## config.mk

```make
export PLATFORM = sky130hd
export DESIGN_NAME = handshake_elastic_fifo
export DESIGN_NICKNAME = d
export VERILOG_FILES = /design/src/rtl/handshake_elastic_fifo.sv
export SDC_FILE = /design/constraint.sdc
export NUM_CORES = 1
export LEC_CHECK = 0
export ABC_AREA = 1
export CAP_MARGIN = 40
export CELL_PAD_IN_SITES_DETAIL_PLACEMENT = 1
export CELL_PAD_IN_SITES_GLOBAL_PLACEMENT = 2
export CORE_ASPECT_RATIO = 1.1
export CORE_MARGIN = 3
export CORE_UTILIZATION = 31
export DETAILED_ROUTE_END_ITERATION = 7
export HOLD_SLACK_MARGIN = 0.05
export PLACE_DENSITY = 0.72
export SYNTH_ARGS = -nofsm -noshare
export SYNTH_HDL_FRONTEND = slang
export SYNTH_SLANG_ARGS = --single-unit
```

## constraint.sdc

```tcl
create_clock -name clk -period 1.6 [get_ports clk]
set_input_delay 0.16 -clock clk [delete_from_list [all_inputs] [get_ports clk]]
set_output_delay 0.16 -clock clk [all_outputs]
set_load 0.02 [all_outputs]
```

## src/rtl/handshake_elastic_fifo.sv

```systemverilog
// Elastic valid/ready FIFO with registered upstream ready and first-word-fall-through output.
// Optional stats ports (beats_o, stall_o) when HS_FIFO_STATS_EN is defined.
module handshake_elastic_fifo #(
  parameter int DATA_W   = 8,
  parameter int DEPTH    = 4,
  parameter int AF_LEVEL = 3
) (
  input  logic                       clk,
  input  logic                       rst_n,
  input  logic                       valid_pre_i,
  input  logic [DATA_W-1:0]          data_pre_i,
  output logic                       ready_pre_o,
  output logic                       valid_post_o,
  output logic [DATA_W-1:0]          data_post_o,
  input  logic                       ready_post_i,
  output logic [$clog2(DEPTH+1)-1:0] count_o,
  output logic                       almost_full_o
`ifdef HS_FIFO_STATS_EN
  ,
  output logic [15:0]                beats_o,
  output logic [15:0]                stall_o
`endif
);

  localparam int PTR_W = $clog2(DEPTH);
  localparam int CNT_W = $clog2(DEPTH+1);

  logic [DATA_W-1:0] mem [DEPTH];
  logic [PTR_W-1:0]  wr_ptr;
  logic [PTR_W-1:0]  rd_ptr;
  logic [CNT_W-1:0]  count;
  logic [CNT_W-1:0]  count_next;
  logic              push;
  logic              pop;

  assign push = valid_pre_i & ready_pre_o;
  assign pop  = valid_post_o & ready_post_i;

  always_comb begin
    count_next = count;
    case ({push, pop})
      2'b10:   count_next = count + CNT_W'(1);
      2'b01:   count_next = count - CNT_W'(1);
      default: count_next = count;
    endcase
  end

  always_ff @(posedge clk or negedge rst_n) begin
    if (!rst_n) begin
      wr_ptr      <= '0;
      rd_ptr      <= '0;
      count       <= '0;
      ready_pre_o <= 1'b0;
    end else begin
      if (push) wr_ptr <= wr_ptr + PTR_W'(1);
      if (pop)  rd_ptr <= rd_ptr + PTR_W'(1);
      count <= count_next;
      // Ready looks at next occupancy only, so downstream ready never reaches it combinationally.
      ready_pre_o <= (count_next != CNT_W'(DEPTH));
    end
  end

  always_ff @(posedge clk) begin
    if (push) mem[wr_ptr] <= data_pre_i;
  end

  assign valid_post_o  = (count != '0);
  assign data_post_o   = valid_post_o ? mem[rd_ptr] : '0;
  assign count_o       = count;
  assign almost_full_o = (count >= CNT_W'(AF_LEVEL));

`ifdef HS_FIFO_STATS_EN
  always_ff @(posedge clk or negedge rst_n) begin
    if (!rst_n) begin
      beats_o <= '0;
      stall_o <= '0;
    end else begin
      if (pop && beats_o != 16'hFFFF) beats_o <= beats_o + 16'd1;
      if (valid_post_o && !ready_post_i && stall_o != 16'hFFFF) stall_o <= stall_o + 16'd1;
    end
  end
`endif

endmodule

```

==> impl_metrics.ini <==
[clock_tree]
ctsRootBufferMaster = sky130_fd_sc_hd__clkbuf_8
clkSinkCount = 40
tritoncts_clock_tree = done
maximum_root_to_sink_buffer_count = 2
h-tree-depth = 2
clkTransAtPathRegs_ns = 0.08
tritoncts.num_buffers = 5
clkLatencyLatePin_ns = 0.28

[global_route]
overall_routing_resource_usage_pct = 13.3
grt_pass1_vias = 1439
wire_length_of_the_first_global_routing_pass_um = 6930
grt_antenna_before_repair = 0
gr-total-overflow = 0
grt_max_degree = 17

[place]
preCtsSetupSlack_ns = -0.302
placed_cell_area_mm2 = 0.00228
routability_congestion_estimate = 0.680
numPlacedInstances = 288
dp_hpwl_um = 3120
port_buffers = 25

[logic_synthesis]
syn_avg_cell_area_um2 = 10.4
syn_area_mm2 = 0.00179
synth_area_leader_cell = sky130_fd_sc_hd__edfxtp_1
ys.warnings.count = 0
syn-num-nets = 190
most_frequent_cell_after_synthesis = sky130_fd_sc_hd__nand2_1
synth.ff_latch_count = 40
ys_types = 17
syn_inst = 172
synth.top_cell.area_share_pct = 53.7
most_frequent_cells_after_synthesis = sky130_fd_sc_hd__nand2_1, sky130_fd_sc_hd__edfxtp_1, sky130_fd_sc_hd__inv_1
yosys-top-cells-area = sky130_fd_sc_hd__edfxtp_1, sky130_fd_sc_hd__nand2_1, sky130_fd_sc_hd__dfrtp_1, sky130_fd_sc_hd__inv_1, sky130_fd_sc_hd__ha_1
synth-edff-count = 32
synth-seq-area-share_pct = 64.9
fraction_of_synthesis_flops_using_an_asynchronous_set_or_reset_pin_pct = 20.0
synth_top_flop_cell = sky130_fd_sc_hd__edfxtp_1

[layout]
fin_cells = 310
drive_gt1_share_pct = 31.1
areaGrowthSynthToFinish_pct = 43.3
finalCoreUtilization_pct = 46.9
antenna-diode-count = 0
post-route-cell-area_mm2 = 0.00256
fin_nets = 252
total_of_fill_cells_in_the_finished_design = 616

[sta]
final_min_period_over_clock_period_pct = 105
timing.final.hold_violations = 0
report.final.setup_viol = 9
timing.final.crit_period_ns = 1.68
worst_slack_ns = -0.0822
timing_worst_slew_pin_value_ns = 0.403
rsz0062_at_grt = yes
holdWs_ns = 0.171
slew-limit-headroom_pct = 73.1
clock.fmax_mhz = 594
finClkSkew_ns = 0.00690
fin_tns_setup_ns = -0.526
final_max_slew_viol_count = 0

[floorplan]
fp.dieArea_mm2 = 0.00672
die_x_um = 78.4
initial_utilization_pct = 32.7
num_rows = 28
top_level_ports = 26
die_y_um = 85.7
placeableCoreArea_mm2 = 0.00547

[power_and_ir_drop]
worst_ir_drop_vdd_v = 0.000699
power-per-cell-area_mw_per_mm2 = 2020
static_leakage_nw = 1.15
power.total_mw = 5.18

[route]
wl_met3_um = 144
drt_pass1_iterations = 4
route.detailed.drc = 0
wl_per_cell_um = 14.4
wirelength_um = 4470
route.antenna.remaining_nets = 0
drtIter0Drc = 62
wl_met2_um = 2580
top_layer = met4
routedLengthMet1_um = 1700
via_per_inst = 4.35
via_count = 1349

[worst_setup_path]
critPathRequiredTime_ns = 1.82
crit_type = reg2reg
worst-path-max-fanout = 3
critical-path-max-stage-delay_ns = 0.44
critPathCaptureType = register
arrival_ns = 1.90
crit_path_cell_trace = inv_2 -> nand3_4 -> nand2_4 -> inv_4 -> ha_4 -> inv_4 -> fa_2 -> o21ai_2 -> nor2_1 -> nand2_1
cp-start-kind = register
crit_path_frequent_cell = sky130_fd_sc_hd__inv_4
cpMaxStageDelayCell = sky130_fd_sc_hd__fa_2

[status]
failing_checks = negative setup slack
result_of_the_run = finished with violations

[hold_path]
hold_class = in2async

[run]
drv.max_cap_violation_count = 0
-- cells in the final DEF (no fill, tap or decap), types with 4 or more instances in the layout --
| cell type | netlist | layout |
|---|---|---|
| sky130_fd_sc_hd__buf_6 | 2 | 4 |
| sky130_fd_sc_hd__buf_4 | 1 | 37 |
| sky130_fd_sc_hd__nor2_1 | 6 | 6 |
| sky130_fd_sc_hd__clkbuf_8 | 0 | 5 |
| sky130_fd_sc_hd__dfrtp_1 | 8 | 4 |
| sky130_fd_sc_hd__inv_2 | 0 | 4 |
| sky130_fd_sc_hd__a21oi_1 | 9 | 5 |
| sky130_fd_sc_hd__clkdlybuf4s50_1 | 0 | 13 |
| sky130_fd_sc_hd__ha_1 | 5 | 4 |
| sky130_fd_sc_hd__inv_1 | 31 | 24 |
| sky130_fd_sc_hd__nand3_1 | 10 | 8 |
| sky130_fd_sc_hd__nand2_1 | 57 | 54 |
| sky130_fd_sc_hd__dfrtp_2 | 0 | 4 |
| sky130_fd_sc_hd__edfxtp_1 | 32 | 32 |
-- per-layer routing --
layer  vias to the layer above  GRT usage [%]
met5                         -              0
met4                         0           3.02
met3                         4           2.94
met2                        18           26.2
met1                       661           14.3
li1                        666              -
-- area by class of cell --
class                      instances  area (um^2)  share of cell area [%]
tap                               75         93.8                    3.66
sequential                        40         1170                    45.5
clock buffer                       5         68.8                    2.68
inverter                          32          136                    5.32
clock inverter                     3         37.5                    1.46
timing repair buffer              59          512                    20.0
multi-input combinational         96          549                    21.4
-- power by group --
group          internal (mW)  total (mW)  switching [mW]
Clock                  0.454       0.774           0.319
Combinational           1.32        2.88            1.56
Sequential              1.40        1.52           0.125
Total                   3.17        5.18            2.01
-- timing repair --
action                                  in CTS  in global routing
endpoints found under the setup margin      13                 11
pin swaps                                    4                  5
resized for setup                           42                 25
setup buffers                                5                  8
hold buffers                                 0                  0
gates cloned                                 0                  1
-- path summary, 6_finish.rpt --
path	from	end	slack [ns]	depth (start not counted)
min in group clk	data_pre_i[7]	mem[2][7]	0.52	1
min reg2reg	wr_ptr[1]	wr_ptr[1]	0.61	2
min	rst_n	count_o[0]	0.17	1
max in group asynchronous	rst_n	rd_ptr[0]	1.12	1
max	count_o[2]	ready_pre_o	-0.08	10
max reg2reg	count_o[2]	ready_pre_o	-0.08	10
-- flip-flops by register name (all words and copies together) (netlist names) --
register and flops:
ready_pre_o 1, count_o 3, wr_ptr 2, mem 32, rd_ptr 2
-- worst max-delay path: cells and delay by family, from the launching register on --
family	cells	cell delay (ns)
compound gates	1	0.14
fa+ha+maj	2	0.60
buf+inv	3	0.17
flops	1	0.42
simple gates	4	0.29
-- cell families after synthesis --
| logic type | count (synthesis) | synth area share (%) |
|---|---|---|
| adders and majority gates | 6 | 4.62 |
| buffers and inverters | 36 | 8.81 |
| xor gates and xnor gates | 4 | 1.96 |
| AOI/OAI and AO/OA | 12 | 3.36 |
| DFF | 40 | 64.9 |
| and+or+nand+nor | 74 | 16.4 |
Note: power is estimated with default switching activity, not from simulation.
